## src/rtl/sqrt_pkg.sv

```systemverilog
// Shared types and width helpers for the sequential square-root unit.
package sqrt_pkg;

   typedef enum logic [1:0] {
      ST_IDLE = 2'd0,
      ST_RUN  = 2'd1,
      ST_FIN  = 2'd2
   } sqrt_state_t;

   // Radicand width: integer bits plus doubled fraction, padded up to an even count.
   function automatic int unsigned calc_rw(input int unsigned in_w, input int unsigned frac_w);
      int unsigned s;
      s = in_w + 2 * frac_w;
      return s + (s % 2);
   endfunction

   // Result width is half the padded radicand width.
   function automatic int unsigned calc_out_w(input int unsigned in_w, input int unsigned frac_w);
      return calc_rw(in_w, frac_w) / 2;
   endfunction

   // Bit counter width; at least one bit so a single-iteration variant still has a counter.
   function automatic int unsigned calc_cnt_w(input int unsigned n);
      return (n <= 1) ? 1 : $clog2(n);
   endfunction

endpackage

```

## src/rtl/sqrt_step.sv

```systemverilog
// One restoring square-root iteration: bring down two radicand bits, try to subtract (4q+1).
module sqrt_step #(
   parameter int unsigned OUT_W = 12
) (
   input  logic [OUT_W+1:0] rem_part,
   input  logic [OUT_W-1:0] q,
   input  logic [1:0]       next2,
   output logic [OUT_W+1:0] rem_part_new,
   output logic [OUT_W-1:0] q_new
);

   localparam int unsigned TW = OUT_W + 4;

   logic [TW-1:0]      acc;
   logic [TW-1:0]      sub;
   logic               ge;
   logic [OUT_W+1:0]   diff;

   // Trial subtract; an accepted remainder is at most 2q so the low bits carry the full result.
   always_comb begin
      acc          = {rem_part, next2};
      sub          = {2'b00, q, 2'b01};
      ge           = (acc >= sub);
      diff         = acc[OUT_W+1:0] - sub[OUT_W+1:0];
      rem_part_new = ge ? diff : acc[OUT_W+1:0];
      q_new        = OUT_W'({q, ge});
   end

endmodule

```

## src/rtl/sqrt_seq.sv

```systemverilog
// Multi-cycle fixed-point square root, one result bit per clock, with optional rounding.
module sqrt_seq
   import sqrt_pkg::*;
#(
   parameter int unsigned IN_W   = 8,
   parameter int unsigned FRAC_W = 8
) (
   input  logic                              clk,
   input  logic                              rst_n,
   input  logic                              start,
   input  logic                              round_en,
   input  logic [IN_W-1:0]                   din,
   output logic                              busy,
   output logic                              done,
   output logic [calc_out_w(IN_W, FRAC_W)-1:0] root,
   output logic [calc_out_w(IN_W, FRAC_W):0]   rem
);

   localparam int unsigned RW    = calc_rw(IN_W, FRAC_W);
   localparam int unsigned OUT_W = calc_out_w(IN_W, FRAC_W);
   localparam int unsigned N     = OUT_W;
   localparam int unsigned CNT_W = calc_cnt_w(N);

   sqrt_state_t         state, state_nxt;
   logic [RW-1:0]       rad, rad_nxt;
   logic [OUT_W+1:0]    rem_part, rem_part_nxt;
   logic [OUT_W-1:0]    q, q_nxt;
   logic [CNT_W-1:0]    cnt, cnt_nxt;
   logic                rnd, rnd_nxt;
   logic                busy_nxt, done_nxt;
   logic [OUT_W-1:0]    root_nxt;
   logic [OUT_W:0]      rem_nxt;
   logic [OUT_W+1:0]    step_rem;
   logic [OUT_W-1:0]    step_q;

   sqrt_step #(.OUT_W(OUT_W)) u_step (
      .rem_part     (rem_part),
      .q            (q),
      .next2        (rad[RW-1 -: 2]),
      .rem_part_new (step_rem),
      .q_new        (step_q)
   );

   // State and datapath registers with synchronous reset.
   always_ff @(posedge clk) begin
      if (!rst_n) begin
         state    <= ST_IDLE;
         rad      <= '0;
         rem_part <= '0;
         q        <= '0;
         cnt      <= '0;
         rnd      <= 1'b0;
         busy     <= 1'b0;
         done     <= 1'b0;
         root     <= '0;
         rem      <= '0;
      end else begin
         state    <= state_nxt;
         rad      <= rad_nxt;
         rem_part <= rem_part_nxt;
         q        <= q_nxt;
         cnt      <= cnt_nxt;
         rnd      <= rnd_nxt;
         busy     <= busy_nxt;
         done     <= done_nxt;
         root     <= root_nxt;
         rem      <= rem_nxt;
      end
   end

   // Next-state and next-register logic; everything holds unless a state says otherwise.
   always_comb begin
      state_nxt    = state;
      rad_nxt      = rad;
      rem_part_nxt = rem_part;
      q_nxt        = q;
      cnt_nxt      = cnt;
      rnd_nxt      = rnd;
      busy_nxt     = busy;
      done_nxt     = 1'b0;
      root_nxt     = root;
      rem_nxt      = rem;
      case (state)
         ST_IDLE: begin
            if (start) begin
               rad_nxt      = RW'(din) << (2 * FRAC_W);
               rnd_nxt      = round_en;
               rem_part_nxt = '0;
               q_nxt        = '0;
               cnt_nxt      = CNT_W'(N - 1);
               busy_nxt     = 1'b1;
               state_nxt    = ST_RUN;
            end
         end
         ST_RUN: begin
            rad_nxt      = rad << 2;
            rem_part_nxt = step_rem;
            q_nxt        = step_q;
            if (cnt == '0) begin
               busy_nxt  = 1'b0;
               state_nxt = ST_FIN;
            end else begin
               cnt_nxt = cnt - CNT_W'(1);
            end
         end
         ST_FIN: begin
            // Round up only when remainder exceeds q; an all-ones q saturates instead of wrapping.
            if (rnd && (rem_part > (OUT_W+2)'(q)) && !(&q))
               root_nxt = q + OUT_W'(1);
            else
               root_nxt = q;
            rem_nxt   = rem_part[OUT_W:0];
            done_nxt  = 1'b1;
            state_nxt = ST_IDLE;
         end
         default: state_nxt = ST_IDLE;
      endcase
   end

endmodule

```

## config.mk

```make
export PLATFORM = sky130hd
export DESIGN_NAME = sqrt_seq
export DESIGN_NICKNAME = d
export VERILOG_FILES = /design/src/rtl/sqrt_pkg.sv /design/src/rtl/sqrt_step.sv /design/src/rtl/sqrt_seq.sv
export SDC_FILE = /design/constraint.sdc
export NUM_CORES = 1
export LEC_CHECK = 0
export CORE_MARGIN = 5
export CORE_UTILIZATION = 55
export CTS_CLUSTER_SIZE = 25
export DETAILED_ROUTE_END_ITERATION = 12
export GPL_ROUTABILITY_DRIVEN = 0
export GPL_TIMING_DRIVEN = 0
export PLACE_DENSITY_LB_ADDON = 0.12
export REMOVE_ABC_BUFFERS = 1
export SLEW_MARGIN = 5
export SYNTH_ARGS = -nofsm -noshare
export SYNTH_HDL_FRONTEND = slang
export SYNTH_SLANG_ARGS = --single-unit
```

## constraint.sdc

```tcl
create_clock -name clk -period 2.53 [get_ports clk]
set_input_delay 0.759 -clock clk [delete_from_list [all_inputs] [get_ports clk]]
set_output_delay 0.759 -clock clk [all_outputs]
set_load 0.05 [all_outputs]
```

-- Word level (Yosys, flattened, before mapping)
Index checks and enable logic that the tools add are counted.
- register bits: 84
- bits of input ports: 12
- output and inout port bits: 27
- logic and storage cells: 50
- add/subtract/negate cells: 3
- order comparisons: 2
- equality and inequality tests: 5
- muxes and demuxes: 18
- reduce and logical (&&, ||, !) cells: 12
- operators by type and width (operator ; number):
    $pmux W24 S2 ; 1
    $mux W14 ; 2
    $pmux W14 S2 ; 1
    $mux W12 ; 2
    $mux W24 ; 1
    $pmux W12 S2 ; 1
    $ge A16 B14 Y1 ; 1
    $gt A14 B12 Y1 ; 1
    $sub A14 B14 Y14 ; 1
    $add A12 B1 Y12 const B ; 1
    $reduce_and A12 Y1 ; 1
    $mux W4 ; 2
    $pmux W4 S2 ; 1
    $ne A2 B2 Y1 const B ; 3
    $reduce_and A2 Y1 ; 3
    $reduce_and A3 Y1 ; 2
    $logic_not A4 Y1 ; 1
    $mux W2 ; 2
    $pmux W2 S2 ; 1
    $sub A4 B1 Y4 const B ; 1
    $mux W1 ; 3
    $eq A2 B1 Y1 const B ; 1
    $eq A2 B2 Y1 const B ; 1
    $logic_and A1 B1 Y1 ; 2
    other kinds (4) ; 4

-- Longest topological paths before layout
- depth in word-level cells: 4
- gate-level depth with buffers: 10
- depth with buffers taken out: 8

-- Modules after synthesis
A second synthesis with hierarchy kept.
- cells, all modules: 461
- area, all modules: 4075.2 um^2
- by module, submodules not included (module ; times used ; cells each ; area an instance (um^2) ; sequential area each (um^2)):
    sqrt_seq ; 1 ; 324 ; 2985.4 ; 1361.3
    sqrt_step ; 1 ; 137 ; 1089.8 ; 0.0

-- Worst setup path before layout
OpenSTA, ideal clock, no wires.
- path kind: reg-to-reg
- from: register q[7]
- to: register rem_part[10]
- library setup time: 0.125 ns
- arrival: 2.214 ns
- slack: 0.190 ns
- cell stages (with the launch flop): 10
- path buffers: 1
- clock period less this slack: 2.340 ns
- cell sequence: dfxtp_1 > inv_1 > ha_1 > a211oi_1 > nor3b_2 > o21ai_1 > buf_2 > nand2_1 > nand2_1 > o21ai_0
- longest elaborated chain between the ends: 3
- elaborated cells on any way between the ends: 4
- those cells by class: add/sub: 1; order compare: 1; mux: 2
- RTL lines (what ; line ; text):
    from (decl) ; sqrt_seq.sv:27 ; logic [OUT_W-1:0] q, q_nxt;
    from (signal assigned) ; sqrt_seq.sv:61 ; q <= q_nxt;
    $sub A14 B14 Y14 or $ge A16 B14 Y1 (tied branches) ; sqrt_step.sv:24, sqrt_step.sv:23 ;
    $mux W14 * ; sqrt_step.sv:25 ; rem_part_new = ge ? diff : acc[OUT_W+1:0];
    $pmux W14 S2 * ; sqrt_seq.sv:83 ; case (state)
    to (signal assigned) ; sqrt_seq.sv:60 ; rem_part <= rem_part_nxt;
    to (decl) ; sqrt_seq.sv:26 ; logic [OUT_W+1:0] rem_part, rem_part_nxt;
Every way passes the cells marked *; elsewhere a longest branch is shown, timed or not.
A chain may end at the register's enable or synchronous reset.

-- Final worst setup path
- from: register q[7]
- to: register root[6]
- longest elaborated chain between the ends: 4
- elaborated cells on any way between the ends: 6
- those cells by class: order compare: 1; mux: 1; reduce/logical: 4
- RTL lines (what ; line ; text):
    $gt A14 B12 Y1 or $reduce_and A12 Y1 (tied branches) ; sqrt_seq.sv:108 ; if (rnd && (rem_part > (OUT_W+2)'(q)) && !(&q))
    $logic_and A1 B1 Y1 or $logic_not A1 Y1 (tied branches) ; sqrt_seq.sv:108 ;
    $logic_and A1 B1 Y1 * ; sqrt_seq.sv:108 ;
    $mux W12 * ; sqrt_seq.sv:108 ;
    to (signal assigned) ; sqrt_seq.sv:66 ; root <= root_nxt;
    to (decl) ; sqrt_seq.sv:15 ; output logic [calc_out_w(IN_W, FRAC_W)-1:0] root,
Marks and branches as above.

==> results by group <==
Setup path
  – Worst endpoint required time: 2.77 ns
  – Worst path bufs/invs: 3
  – Worst-path cell chain: inv_1, ha_4, nand4_2, nor4_4, buf_4, a41o_4, a211oi_4, buf_12, and2_1, o41ai_1
  – CP Max Fanout: 13
  – CP arrival: 2.64 ns
  – Reg2reg path depth: 10
  – Crit start category: flip-flop
  – Endpoint class of the critical path: flip-flop
  – Family with the most delay on the worst path: compound AO/OA/AOI/OAI gates
  – Max stage delay on crit path: 0.40 ns
  – Slowest CP cell: dfxtp_2
  – Critical Path Stages: 10
  – CP Class: flip-flop to flip-flop

Job
  – Max Cap Viol: 0

STA
  – Slew @ Worst Pin: 0.9569 ns
  – Tmin final: 2.400 ns
  – Setup Skew: 0.008499 ns
  – Final Hold Fails: 0
  – Period utilization: 94.85%
  – Count of final setup violators: 0
  – Slew Limit Headroom: 36.07%
  – Max Fclk: 416.7 MHz
  – Max-slew violation count: 0
  – TNS Setup: 0 ns

Floorplan
  – Die area: 8160 sq um
  – Die Y: 90.34 microns
  – Initial Util: 56.22%
  – Number of placement rows: 29
  – Core Area: 6314 sq um
  – IO Pins: 39
  – Chip width: 90.34 microns

Synthesis
  – Ys async rst share: 0%
  – Post-Syn Area: 3550 sq um
  – #FFs+latches synth: 68
  – Mapped Avg Cell Area: 8.274 sq um
  – Sequential area share after synthesis: 38.35%
  – Synth cell types: 54
  – Cells after Synth: 429
  – Commonest register cell after synthesis: dfxtp_1
  – Post-synth EDFFs: 0
  – Synth warn: 0

Global route
  – Pin count of the biggest net entering global routing: 35
  – Global route overflow: 0
  – First-pass GRT wire length: 13.59 mm
  – Initial antenna violation count: 0
  – Number of global-route vias before repair: 3016
  – GR Util All Layers: 19.71%

Worst hold path
  – Worst Hold Class: flip-flop to flip-flop
  – WHS Path Cells: 2

Detailed routing
  – DR vias: 3155
  – Remaining antenna violation count: 0
  – WL/cell: 14.61 microns
  – DRT Pass-1 Iters: 4
  – DRT Wirelength: 8.021 mm
  – 1st-iter DRT viols: 286
  – # DRC: 0
  – Vias per cell: 5.747

Clock tree
  – H-tree depth: 3
  – Worst skew pair latency: 0.34 ns
  – CTS buffer count: 9
  – CTS Buffer Depth: 2
  – CTS tree: done
  – Cts-stage hold buffer count: 0
  – # clock sinks: 68
  – Clock Pin Slew Worst Setup and Hold Paths: 0.07 ns
  – Clock root cell: clkbuf_8

Power
  – Clock power share: 17.4%
  – Part of the power in registers: 25.5%
  – Combinational group share of total power: 57.1%
  – Switching power: 0.002155 W
  – Leakage: 1.600 nW
  – Cell Int Power: 0.002896 W
  – Max rail drop VDD: 0.6159 mV
  – P per Cell Area: 1162 nW/um^2
  – Sw Ratio: 42.67%

Cells and area
  – N_diodes: 0
  – Post-route non-filler standard cell count: 549
  – Most frequent cells in the layout: 66 x dfxtp_1, 60 x nand2_1, 38 x o21ai_0
  – Final Net Count: 497
  – Fillers: 538
  – Commonest non-fill, non-tap cell in the layout: dfxtp_1
  – Final Core Density: 68.85%
  – Fin area: 4347 sq um
  – Area growth, synth to finish: 22.45%
  – Layout cells sized above 1: 11.86%

Placed design
  – Port Buffers: 38
  – # placed instances: 526
  – HPWL Detailed: 5.602 mm
  – Placed Area: 3973 sq um

Status
  – Status: completed
-- worst min-delay path, cell delays in order, from the launching register on --
cell and delay (ns):
dfxtp_1 0.31, nand2_1 0.05, a21oi_1 0.05
-- cells in the mapped netlist (2+ instances only) --
cell type | number | area share [%]
dfxtp_1 | 68 | 38
nand2_1 | 62 | 6.6
o21ai_0 | 38 | 5.4
a21oi_1 | 32 | 4.5
nor2_1 | 31 | 3.3
inv_1 | 22 | 2.3
ha_1 | 18 | 6.3
a211oi_1 | 17 | 3.6
clkbuf_1 | 16 | 1.7
mux2i_1 | 13 | 3.7
xnor2_1 | 13 | 3.2
nor3_1 | 10 | 1.4
nand3_1 | 8 | 1.1
a31oi_1 | 7 | 1.2
a32oi_1 | 7 | 1.7
a21o_1 | 4 | 0.85
a22oi_1 | 4 | 0.85
and2_1 | 4 | 0.70
xor2_1 | 4 | 0.99
and3_1 | 3 | 0.53
nand2b_1 | 3 | 0.53
nand4_1 | 3 | 0.53
nor2b_1 | 3 | 0.53
o21ai_1 | 3 | 0.42
or2_2 | 3 | 0.53
a2111oi_2 | 2 | 0.85
a31o_1 | 2 | 0.49
and4_1 | 2 | 0.49
buf_2 | 2 | 0.28
-- power groups by stage --
stage                     combinational, W  clock, W  sequential [W]
after floorplan                    0.00181         0         0.00132
after global placement             0.00336         0         0.00140
after detailed placement           0.00314         0         0.00139
after CTS                          0.00259  0.000895         0.00128
after global routing               0.00314  0.000943         0.00130
final                              0.00289  0.000877         0.00129
-- cell families (layout without fill, tap and decap cells) --
| logic type | count (synthesis) | in the layout | synth area share [%] |
|---|---|---|---|
| adders and majority gates | 18 | 18 | 6.345 |
| buffers and inverters | 43 | 86 | 4.935 |
| DFF | 68 | 68 | 38.35 |
| xor gates and xnor gates | 17 | 17 | 4.194 |
| and+or+nand+nor | 142 | 142 | 19.14 |
| AOI/OAI and AO/OA | 128 | 128 | 23.37 |
| muxes | 13 | 13 | 3.666 |
-- layer usage --
metal | global-route usage [%] | wire [microns]
met1 | 25.48 | 3683
met2 | 31.89 | 3813
met3 | 2.750 | 377
met4 | 10.17 | 146
met5 | 0 | 0
-- what timing repair did --
| item | in CTS | in global routing |
|---|---|---|
| gates resized for setup | 8 | 19 |
| setup buffers | 6 | 1 |
| pin swaps | 4 | 4 |
| setup endpoints to repair | 60 | 27 |
-- per-stage QoR --
stage	hold WS, ns	setup slack (ns)	power (W)
3_3_place_gp	0.4449	-1.863	0.004757
2_1_floorplan	0.4476	-0.1120	0.003130
4_1_cts	0.4605	0.03445	0.004766
6_report	0.4554	0.1302	0.005052
3_5_place_dp	0.4502	-1.457	0.004534
5_1_grt	0.4803	-0.04770	0.005389
-- path summary, 6_finish.rpt --
check / start / end / slack [ns]
max: q[7] / root[6] / 0.13
min: rem[2] / rem[2] / 0.46
max reg2reg: q[7] / root[6] / 0.13
min reg2reg: rem[2] / rem[2] / 0.46
-- area by class of cell --
cell class | count | area [sq um] | share of cell area (%)
Clock inverter | 4 | 48.80 | 1.123
Inverter | 23 | 91.34 | 2.101
Tap cell | 77 | 96.34 | 2.216
Multi-Input combinational cell | 318 | 2127 | 48.93
Timing Repair Buffer | 47 | 474.2 | 10.91
Sequential cell | 68 | 1364 | 31.38
Clock buffer | 12 | 145.1 | 3.339
-- sequential cells by signal, indices dropped and copies added (netlist names) --
name,cells
state,2
rad,8
root,12
q,12
cnt,4
rnd,1
rem,13
done,1
rem_part,14
busy,1
Note: power is estimated with default switching activity, not from simulation.
